**config.mk**
```make
export PLATFORM = sky130hd
export DESIGN_NAME = tick_event_fifo
export DESIGN_NICKNAME = d
export VERILOG_FILES = /design/src/rtl/tick_evt_pkg.sv /design/src/rtl/tick_evt_mem.sv /design/src/rtl/tick_event_fifo.sv
export SDC_FILE = /design/constraint.sdc
export NUM_CORES = 1
export LEC_CHECK = 0
export ABC_AREA = 1
export BUFFER_PORTS_ARGS = -buffer_cell sky130_fd_sc_hd__buf_2
export CORE_ASPECT_RATIO = 0.7
export CORE_MARGIN = 5
export CORE_UTILIZATION = 55
export DETAILED_ROUTE_END_ITERATION = 16
export PLACE_DENSITY = 0.73
export SETUP_SLACK_MARGIN = 0.15
export SLEW_MARGIN = 20
export SYNTH_ARGS = -nofsm -noshare
export SYNTH_HDL_FRONTEND = slang
export SYNTH_HIERARCHICAL = 1
export SYNTH_SLANG_ARGS = --single-unit
export TNS_END_PERCENT = 100
```
**constraint.sdc**
```tcl
create_clock -name clk -period 6.65 [get_ports clk]
set_clock_uncertainty 0.2 [all_clocks]
set_input_delay 1.33 -clock clk [delete_from_list [all_inputs] [get_ports clk]]
set_output_delay 1.33 -clock clk [all_outputs]
set_load 0.005 [all_outputs]
```
**src/rtl/tick_evt_pkg.sv**
```systemverilog
// tick_evt_pkg: event type encoding and default parameters shared by the tick event FIFO
package tick_evt_pkg;
    typedef enum logic [1:0] {NONE = 2'd0, MAX = 2'd1, MIN = 2'd2, BOTH = 2'd3} evt_type_e;
    localparam int DEF_N     = 8;
    localparam int DEF_DEPTH = 8;
    localparam int DEF_SEQ_W = 8;
    localparam int DEF_TS_W  = 16;
endpackage

```
**src/rtl/tick_evt_mem.sv**
```systemverilog
// tick_evt_mem: DEPTH x W storage, one write port, combinational read, no reset
module tick_evt_mem #(
    parameter int W     = 18,
    parameter int DEPTH = 8
) (
    input  logic                     clk,
    input  logic                     we,
    input  logic [$clog2(DEPTH)-1:0] waddr,
    input  logic [W-1:0]             wdata,
    input  logic [$clog2(DEPTH)-1:0] raddr,
    output logic [W-1:0]             rdata
);
    logic [W-1:0] mem [DEPTH];
    always_ff @(posedge clk)
        if (we) mem[waddr] <= wdata;
    assign rdata = mem[raddr];
endmodule

```
**src/rtl/tick_event_fifo.sv**
```systemverilog
// tick_event_fifo: FWFT queue of counter wrap events with sequence numbers and sticky overflow
// Define TICK_EVT_TS_EN to add a free-running timestamp captured with each entry (port evt_ts).
module tick_event_fifo
    import tick_evt_pkg::*;
#(
    parameter int N     = DEF_N,
    parameter int DEPTH = DEF_DEPTH,
    parameter int SEQ_W = DEF_SEQ_W,
    parameter int TS_W  = DEF_TS_W
) (
    input  logic                     clk,
    input  logic                     rst_n,
    input  logic [N-1:0]             cnt_in,
    input  logic                     max_tick,
    input  logic                     min_tick,
    output logic                     evt_valid,
    input  logic                     evt_ready,
    output logic [1:0]               evt_type,
    output logic [N-1:0]             evt_cnt,
    output logic [SEQ_W-1:0]         evt_seq,
    output logic [$clog2(DEPTH):0]   level,
    output logic                     full,
    output logic                     empty,
    output logic                     overflow,
`ifdef TICK_EVT_TS_EN
    output logic [TS_W-1:0]          evt_ts,
`endif
    input  logic                     clr_ovf
);
    localparam int AW = $clog2(DEPTH);
`ifdef TICK_EVT_TS_EN
    localparam int TS_EN = 1;
`else
    localparam int TS_EN = 0;
`endif
    localparam int EW = 2 + N + SEQ_W + TS_W * TS_EN;
    logic [AW:0]      wr_ptr, rd_ptr;
    logic [SEQ_W-1:0] seq;
    logic [EW-1:0]    wdata, rdata;
    logic             evt, pop, push;
    evt_type_e        etype;
    assign etype     = evt_type_e'({min_tick, max_tick});
    assign evt       = max_tick | min_tick;
    assign level     = wr_ptr - rd_ptr;
    assign full      = level == (AW + 1)'(DEPTH);
    assign empty     = level == '0;
    assign evt_valid = !empty;
    assign pop       = evt_valid & evt_ready;
    // a pop frees the slot this cycle, so a full FIFO can still accept
    assign push      = evt & (!full | pop);
    assign evt_type  = empty ? '0 : rdata[EW-1 -: 2];
    assign evt_cnt   = empty ? '0 : rdata[EW-3 -: N];
    assign evt_seq   = empty ? '0 : rdata[EW-3-N -: SEQ_W];
`ifdef TICK_EVT_TS_EN
    logic [TS_W-1:0] ts;
    always_ff @(posedge clk or negedge rst_n)
        if (!rst_n) ts <= '0;
        else ts <= ts + 1'b1;
    assign wdata  = {etype, cnt_in, seq, ts};
    assign evt_ts = empty ? '0 : rdata[TS_W-1:0];
`else
    assign wdata  = {etype, cnt_in, seq};
`endif
    always_ff @(posedge clk or negedge rst_n)
        if (!rst_n) begin
            wr_ptr   <= '0;
            rd_ptr   <= '0;
            seq      <= '0;
            overflow <= 1'b0;
        end else begin
            if (push) wr_ptr <= wr_ptr + 1'b1;
            if (pop) rd_ptr <= rd_ptr + 1'b1;
            if (evt) seq <= seq + 1'b1;
            overflow <= (evt && full && !pop) ? 1'b1 : clr_ovf ? 1'b0 : overflow;
        end
    tick_evt_mem #(.W(EW), .DEPTH(DEPTH)) u_mem (
        .clk   (clk),
        .we    (push),
        .waddr (wr_ptr[AW-1:0]),
        .wdata (wdata),
        .raddr (rd_ptr[AW-1:0]),
        .rdata (rdata)
    );
endmodule

```
Word level (Yosys, flattened, before mapping)
Memories as Yosys holds them, arrays and structs flattened.
Index checks and enable logic that the tools add are counted.
{"block": "totals", "ff_bits": 17, "latchBits": 0, "mem_bits_rw": 144, "mem_bits_ro": 0, "inputBits": 14, "out_inout_bits": 26, "word_cells": 28, "n_memories": 1}
{"block": "op_classes", "addsub": 4, "mul": 0, "div": 0, "order_cmp": 0, "eq_ne": 1, "shift": 0, "n_mux": 7, "bitwise_logic": 4, "n_reduce_logical": 7}
{"name": "u_mem.mem", "words": 8, "word_bits": 18, "read_ports": 1, "rd_clocked_by_memory_dff": 0, "wr": 1, "line": "tick_evt_mem.sv:13", "text": "logic [W-1:0] mem [DEPTH];"}
{"operator": "two-way mux 8 bit", "n": 2}
{"operator": "adder 4 x 1 -> 4 bit (second input constant)", "n": 2}
{"operator": "adder 8 x 1 -> 8 bit (second input constant)", "n": 1}
{"operator": "== test 4 bit (second input constant)", "n": 1}
{"operator": "logical NOT 4 bit", "n": 1}
{"operator": "two-way mux 1 bit", "n": 4}
{"operator": "subtractor 4 bit", "n": 1}
{"operator": "logical NOT 1 bit", "n": 3}
{"operator": "bitwise AND 1 bit", "n": 2}
{"operator": "logical AND 1 bit", "n": 2}
{"operator": "two-way mux 2 bit", "n": 1}
{"operator": "bitwise OR 1 bit", "n": 2}
{"operator": "nonzero test 2 bit", "n": 1}

Logic depth before layout (Yosys ltp)
Gate-level depths: netlist of run 1.
{"block": "logic_depth", "word_depth": 8, "depth_mapped": 12, "ltp_nobuf": 12}

Cells and area by module
Netlist of run 1, hierarchy kept.
{"module": "tick_evt_mem", "instances": 1, "cells_per_inst": 639, "area_per_inst_um2": 6377.4, "seq_area_each_um2": 4324.1}
{"module": "tick_event_fifo", "instances": 1, "cells_per_inst": 148, "area_per_inst_um2": 1107.3, "seq_area_each_um2": 425.4}

Least setup slack after synthesis of run 1
OpenSTA, ideal clock, no wires.
{"block": "synth_timing", "path_kind": "register -> output", "startpoint": "register wr_ptr[0]", "endpoint": "output port evt_cnt[6]", "arrival_time_ps": 1920, "setup_slack_ps": 3200, "stages_incl_launch_ff": 11, "n_path_buf": 1, "path_cell_list": "dfrtp_1 > inv_1 > ha_1 > inv_1 > fa_1 > or2_0 > nor2_2 > nand3_2 > buf_4 > nand2_1 > inv_1"}
{"block": "synth_via", "elab_chain_cells": 3}
{"item": "start, declared", "line": "tick_event_fifo.sv:37", "text": "logic [AW:0] wr_ptr, rd_ptr;"}
{"item": "start signal, assigned", "line": "tick_event_fifo.sv:71", "text": "if (push) wr_ptr <= wr_ptr + 1'b1;"}
{"item": "subtractor 4 bit", "line": "tick_event_fifo.sv:44", "text": "assign level = wr_ptr - rd_ptr;"}
{"item": "named net level[1]", "line": "tick_event_fifo.sv:21", "text": "output logic [$clog2(DEPTH):0] level,"}
{"item": "logical NOT 4 bit", "line": "tick_event_fifo.sv:46", "text": "assign empty = level == '0;"}
{"item": "two-way mux 8 bit", "line": "tick_event_fifo.sv:52", "text": "assign evt_cnt = empty ? '0 : rdata[EW-3 -: N];"}
{"item": "end, declared", "line": "tick_event_fifo.sv:19", "text": "output logic [N-1:0] evt_cnt,"}
The timed path passes the listed nets, and every way through them passes these cells.

Worst setup path after layout of run 1
{"block": "layout_timing", "startpoint": "register rd_ptr[1]", "endpoint": "output port evt_seq[5]"}
{"block": "layout_via", "elab_chain_cells": 3, "elab_cells_between_ends": 4}
{"item": "start, declared", "line": "tick_event_fifo.sv:37"}
{"item": "start signal, assigned", "line": "tick_event_fifo.sv:72", "text": "if (pop) rd_ptr <= rd_ptr + 1'b1;"}
{"item": "subtractor 4 bit", "line": "tick_event_fifo.sv:44"}
{"item": "logical NOT 4 bit", "line": "tick_event_fifo.sv:46"}
{"item": "two-way mux 8 bit *", "line": "tick_event_fifo.sv:53", "text": "assign evt_seq = empty ? '0 : rdata[EW-3-N -: SEQ_W];"}
{"item": "end, declared", "line": "tick_event_fifo.sv:20", "text": "output logic [SEQ_W-1:0] evt_seq,"}
Mark *: on every way between the ends. The rest lies on a longest branch, timed or not.

==> summary.txt, run 1 <==
WL/cell: 15.4 um
Pint: 0.00256 W
worst skew pair latency: 0.42 ns
Starting Density: 0.566
Mapped Nets: 808
DRT iter0 DRCs: 335
post-CTS resize count: 0
ys flop type: edfxtp_1
Num Clock Sinks: 161
Worst Setup End Kind: output pin
final-report setup violation count: 0
Boundary Pins: 40
maximum fanout along the worst path: 41
synth unique cells: 29
Syn-to-layout area delta: 12.3%
Least-Margin Pin Slew: 0.908 ns
cell area after synthesis: 0.00748 mm^2
maximum clock frequency: 211 MHz
CP arrival: 3.21 ns
vias per cell: 4.99
cts hold-fix bufs: 0
post-synthesis sequential area ratio: 0.635
Mapped Avg Cell Area: 9.51 um^2
asr flop ratio synth: 0.106
GP Congestion: 0.749
period utilisation layout: 0.712
DRT Pass-1 Iters: 5
Power, Total: 0.00418 W
grt total ovfl: 0
maximum root-to-sink buffer count: 2
reg2reg path depth: 11
Reg-to-Reg Start: rd_ptr[1]
Req. time, crit path: 5.12 ns
port bufs: 39
CTS Buf Count: 17
slew margin rel.: 0.395
initial antenna violation count: 0
core area: 0.0132 mm^2
drc violations: 0
Detail Route Antenna Nets: 0
number of synthesized flops with an enable pin: 144
synth warn: 6
die height: 108 um
Endpoint, Worst Hold: wr_ptr[3]
Root Buffer: clkbuf_16
HP Class: reg2reg
P_sw: 0.00162 W
Final Slew Violations: 0
cell row count: 35
Final Core Density: 0.636
CTS tree: yes
Hold Startpoint: wr_ptr[3]
clock power share: 0.233
hold depth: 2
first-pass GRT wire length: 25000 um
flops & latches, synth: 161
Mapped Cells: 787
Peak supply drop: 256 uV
min Tclk post-route: 4.74 ns
reg-to-reg setup timing slack: 3.15 ns
ANT cells: 0
largest net degree at the start of global routing: 78
unrepaired setup endpoints after global routing: false
number of post-CTS setup repair buffers: 0
gr usage total: 0.207
die area: 0.0161 mm^2
layout cells sized above 1: 0.166
Net Sw Frac: 0.388
via count: 5123
NumNets Final: 850
Reg power frac: 0.377
leakage power: 4.05 nW
WS Path Type: reg2out
Sum Neg Setup Slack: 0 ns
Die X: 149 um
Worst Setup Start Kind: register
outcome: completed
total number of H-tree levels: 4
vias in the first global route: 4937
final WL: 15800 um
post-DP HPWL: 8720 um
combinational power share: 0.391
worst reg2reg path endpoint: u_mem/mem[1][14]
clock slew at reported path FFs: 0.06 ns
Max Cap Viol: 0
Power Dens Cells: 497 mW/mm^2
final hold viol count: 0
-- layer usage --
| layer | track usage | share of wire | up-vias |
|---|---|---|---|
| met5 | 0 | 0 | - |
| met4 | 0.0725 | 0.015 | 0 |
| met3 | 0.0450 | 0.070 | 22 |
| met2 | 0.349 | 0.49 | 196 |
| met1 | 0.267 | 0.43 | 2410 |
| li1 | - | - | 2495 |
-- power groups by stage --
stage	Clock, W	Combinational [W]	Sequential (W)
final	0.000973	0.00163	0.00157
after global routing	0.00103	0.00184	0.00160
after CTS	0.000988	0.00164	0.00157
after detailed placement	0	0.00162	0.00159
after global placement	0	0.00158	0.00158
after floorplan	0	0.00115	0.00156
-- state kept, by name (all words and copies together) (netlist names) --
name       count
rd_ptr         4
wr_ptr         4
seq            8
u_mem/mem    144
overflow       1
-- area by class of cell --
cell class,count,area (um^2)
sequential,161,4750
clock inverter,13,163
clock buffer,19,433
tap,185,231
multi-input combinational,411,1840
timing repair buffer,50,278
inverter,188,714
fill,1063,4820
-- cell usage after synthesis, types with 2 or more instances --
library cell	n	area [um^2]
inv_1	141	529
dfrtp_1	17	425
xor2_1	9	78.8
xnor2_1	3	26.3
nor2_1	10	37.5
nand4_1	2	12.5
inv_2	44	165
nand3_1	81	405
buf_6	6	67.6
edfxtp_1	144	4320
buf_4	9	67.6
nand2_1	288	1080
nand3_2	2	20.0
buf_2	11	55.1
ha_1	6	75.1
-- placed cells by master (no fill, tap or decap), types with 2 or more instances in the layout --
cell type	instances
buf_2	39
buf_4	11
bufinv_16	3
clkbuf_1	2
clkbuf_16	17
clkinv_1	2
clkinv_4	3
clkinvlp_4	4
dfrtp_1	16
edfxtp_1	144
ha_1	6
inv_1	141
inv_2	44
inv_6	2
nand2_1	288
nand3_1	81
nand3_2	2
nand4_1	2
nor2_1	2
nor2_2	9
xnor2_1	3
xor2_1	9
-- worst max-delay path by stage --
stage	from	endpoint	slack [ns]
final	rd_ptr[1]	evt_seq[5]	1.91
after global routing	rd_ptr[1]	evt_seq[1]	1.67
after CTS	rd_ptr[1]	evt_seq[5]	1.87
after detailed placement	rd_ptr[1]	evt_seq[5]	2.33
after global placement	rd_ptr[1]	evt_seq[5]	2.37
after floorplan	wr_ptr[0]	evt_cnt[6]	3.20
-- through the flow --
stage                     worst slack, ns  cells  hold slack (ns)  instance area (um^2)
final                                1.91   1027            0.316                  8410
after global routing                 1.67   1027            0.365                  8410
after CTS                            1.87   1027            0.310                  8410
after detailed placement             2.33    995            0.294                  7810
after global placement               2.37    995            0.287                  7810
after floorplan                      3.20    787            0.263                  7480
-- cell families after synthesis --
family                   Yosys count  share of synthesized area
AO/OA/AOI/OAI                      3                    0.00217
buffers and inverters            215                      0.123
XOR/XNOR                          12                     0.0140
AND/OR/NAND/NOR                  389                      0.214
flip-flops                       161                      0.635
adder cells (fa/ha/maj)            7                     0.0127
-- critical path, cell delays in order, from the launching register on --
cell	delay, ns
dfrtp_1	0.32
buf_4	0.46
inv_1	0.16
fa_1	0.49
or2_0	0.25
nor2_2	0.18
nand3_2	0.49
nand2_1	0.23
inv_1	0.07
buf_2	0.13
(Power assumes the default switching activity.)
==> inputs of run 2 (changes only) <==
--- a/config.mk
+++ b/config.mk
@@ -5,7 +5,7 @@
 export SDC_FILE = /design/constraint.sdc
 export NUM_CORES = 1
 export LEC_CHECK = 0
-export ABC_AREA = 1
+export ABC_AREA = 0
 export BUFFER_PORTS_ARGS = -buffer_cell sky130_fd_sc_hd__buf_2
 export CORE_ASPECT_RATIO = 0.7
 export CORE_MARGIN = 5
==> constraint.sdc (replaced) <==
create_clock -name clk -period 4.63 [get_ports clk]
set_clock_uncertainty 0.2 [all_clocks]
set_input_delay 0.926 -clock clk [delete_from_list [all_inputs] [get_ports clk]]
set_output_delay 0.926 -clock clk [all_outputs]
set_load 0.005 [all_outputs]
==> summary.txt, run 2 <==
outcome: completed
number of synthesized flops with an enable pin: 144 (unchanged)
Starting Density: 0.555 (-0.0111)
worst reg2reg path endpoint: u_mem/mem[2][16]
final WL: 12500 um (-21%)
GP Congestion: 0.843 (+13%)
synth warn: 6 (unchanged)
register with the most flip-flops: u_mem/mem
Worst path top cell family by delay: simple AND/OR/NAND/NOR gates
DRT Pass-1 Iters: 4 (-1)
Post-Synth Adder-Cell Area: 0.0139 (+0.00124)
gr usage total: 0.181 (-0.0256)
Root Buffer: clkbuf_16
port bufs: 39 (unchanged)
maximum root-to-sink buffer count: 2 (unchanged)
drc violations: 0 (unchanged)
number of post-CTS setup repair buffers: 0 (unchanged)
Boundary Pins: 40 (unchanged)
first-pass GRT wire length: 19200 um (-23%)
WS Path Type: reg2out
Final WS setup: 0.413 ns (-1.50 ns)
NumNets Final: 420 (-51%)
post-DP HPWL: 7070 um (-19%)
Synth top area share: 0.634 (+0.0562)
cell area after synthesis: 0.00682 mm^2 (-8.9%)
worst skew pair latency: 0.42 ns (about the same)
total number of H-tree levels: 4 (unchanged)
HP Class: in2async
reg2reg path depth: 10 (-1)
die area: 0.0148 mm^2 (-8.2%)
grt total ovfl: 0 (unchanged)
asr flop ratio synth: 0.106 (unchanged)
synth unique cells: 43 (+48%)
Power Dens Cells: 749 mW/mm^2 (+51%)
Worst Setup Start Kind: register
core area: 0.0123 mm^2 (-7.0%)
post-synthesis sequential area ratio: 0.696 (+0.0617)
cts hold-fix bufs: 0 (unchanged)
slowest CP cell: or3_4
Simple-Gate Fraction of Synth Area: 0.0585 (-0.155)
die height: 103 um (-4.1%)
Peak supply drop: 458 uV (+79%)
Least-Margin Pin Slew: 0.711 ns (-0.197 ns)
largest family of logic cells by synthesized area: multiplexers
Worst Setup End Kind: output pin
Sum Neg Setup Slack: 0 ns (unchanged)
largest net degree at the start of global routing: 40 (-49%)
Final Slew Violations: 0 (unchanged)
final-report setup violation count: 0 (unchanged)
min Tclk post-route: 4.22 ns
layout cells sized above 1: 0.308 (+0.142)
Critical Path Most Common Cell: inv_1
Post-Synth XOR/XNOR Area: 0.0154 (+0.00137)
clock slew at reported path FFs: 0.06 ns (about the same)
worst hold slack: 0.235 ns (-0.0819 ns)
ys flop type: edfxtp_1
Req. time, crit path: 3.50 ns (-1.62 ns)
vias in the first global route: 3460 (-30%)
complex-gate fraction of the synthesized area: 0.0237 (+0.0215)
ANT cells: 0 (unchanged)
multiplexer share of the synthesized area: 0.170 (+0.170)
unrepaired setup endpoints after global routing: false
Mapped Cells: 344 (-56%)
worst path bufs/invs: 3 (-1)
commonest non-fill, non-tap cell in the layout: edfxtp_1
Mapped Nets: 365 (-55%)
Max Cap Viol: 0 (unchanged)
Num Clock Sinks: 161 (unchanged)
maximum fanout along the worst path: 20 (-51%)
vias per cell: 5.88 (+18%)
flops & latches, synth: 161 (unchanged)
slew margin rel.: 0.523 (+0.128)
count leader, synth: edfxtp_1
CTS Buf Count: 17 (unchanged)
initial antenna violation count: 0 (unchanged)
Largest register FFs: 144 (unchanged)
final hold viol count: 0 (unchanged)
worst path cell trace: inv_1 -> ha_1 -> inv_1 -> fa_1 -> or3_1 -> or3_4 -> and2_4 -> buf_2
Post-synth top cells: edfxtp_1 (144), mux4_1 (36), and2_4 (18), mux2_2 (18), dfrtp_1 (17)
cell row count: 34 (-2.9%)
CP peak stage delay: 0.50 ns (about the same)
Mapped Avg Cell Area: 19.8 um^2 (+110%)
Synth area leaders: edfxtp_1 (63%), mux4_1 (14%), dfrtp_1 (6.2%), mux2_2 (3.0%), and2_4 (2.3%)
Top Registers: u_mem/mem (144), seq (8)
Filler cells: 828 (-22%)
Reg-to-Reg Start: wr_ptr[0]
post-CTS resize count: 0 (unchanged)
cell taking the most area after synthesis: edfxtp_1
DRT iter0 DRCs: 256 (-24%)
WL/cell: 21.8 um (+42%)
via count: 3377 (-34%)
Die X: 143 um (-4.2%)
CTS tree: yes
maximum clock frequency: 237 MHz
most frequent cells in the layout: edfxtp_1 (144), buf_2 (39), mux4_1 (36)
Detail Route Antenna Nets: 0 (unchanged)
Critical Path Source: wr_ptr[0]
reg-to-reg setup timing slack: 1.13 ns (-2.02 ns)
CP arrival: 3.09 ns (-0.12 ns)
period utilisation layout: 0.911
Setup WS pre-CTS: 0.849 ns (-1.49 ns)
Syn-to-layout area delta: 14.5%
leakage power: 2.84 nW (-30%)
==> run 2: changes by cell type in the layout (fill, tap and decap cells not counted), moves of 36 or more <==
| cell | before | now |
|---|---|---|
| mux4_1 | 0 | 36 |
| inv_2 | 44 | 0 |
| nand3_1 | 81 | 1 |
| inv_1 | 141 | 7 |
| nand2_1 | 288 | 10 |
==> run 2: per-stage QoR <==
| step | instances | total power [W] | utilization | instance area (um^2) |
|---|---|---|---|---|
| global route | 574 | 0.00617 | 0.635 | 7810 |
| finish | 574 | 0.00585 | 0.635 | 7810 |
| floorplan | 344 | 0.00381 | - | 6820 |
| global placement | 542 | 0.00440 | 0.586 | 7210 |
| detailed placement | 542 | 0.00448 | 0.586 | 7210 |
| CTS | 574 | 0.00592 | 0.635 | 7810 |
==> run 2: cells by family after synthesis <==
kind of cell | count (synthesis)
AND/OR/NAND/NOR | 64
multiplexers | 55
flip-flops | 161
AO/OA/AOI/OAI | 21
buffers and inverters | 24
adder cells (fa/ha/maj) | 7
XOR/XNOR | 12
==> run 2: power breakdown <==
part           total, W  leakage (nW)  internal [W]  switching (W)
clock network   0.00142         0.288      0.000853       0.000569
registers       0.00226          1.53       0.00206       0.000204
logic           0.00217          1.02       0.00113        0.00104
total           0.00585          2.84       0.00404        0.00181
==> run 2: cell type report <==
| type | count | area, um^2 | share of cell area |
|---|---|---|---|
| repair buffers | 52 | 293 | 0.0375 |
| clock buffers | 17 | 425 | 0.0545 |
| well taps | 162 | 203 | 0.0259 |
| flip-flops and latches | 161 | 4750 | 0.608 |
| multi-input cells | 159 | 1930 | 0.247 |
| inverters | 8 | 30.0 | 0.00384 |
| clock inverters | 15 | 179 | 0.0229 |
==> run 2: worst max path at each step <==
stage          depth (start not counted)  slack [ns]              end
6_report                               8        0.41       evt_seq[6]
3_3_place_gp                           8        0.95       evt_seq[7]
3_5_place_dp                           8        0.85       evt_seq[7]
2_1_floorplan                         10        0.76  u_mem/mem[0][0]
4_1_cts                                8        0.40       evt_seq[6]
5_1_grt                                8        0.26      evt_type[0]
==> run 2: worst register-to-register path, cell delays in order, from the launching register on <==
cell	delay (ns)
dfrtp_1	0.49
inv_1	0.15
ha_1	0.23
inv_1	0.07
fa_1	0.45
nor3_1	0.62
o21a_1	0.37
a21oi_1	0.14
nand2b_1	0.18
nor2_1	0.09
buf_4	0.24
==> run 2: per-layer routing <==
layer | vias to the layer above | part of all wire | GRT usage
met5 | - | 0 | 0
met4 | 0 | 0.010 | 0.0577
met3 | 9 | 0.042 | 0.0464
met2 | 79 | 0.49 | 0.288
met1 | 1760 | 0.46 | 0.252
li1 | 1529 | - | -
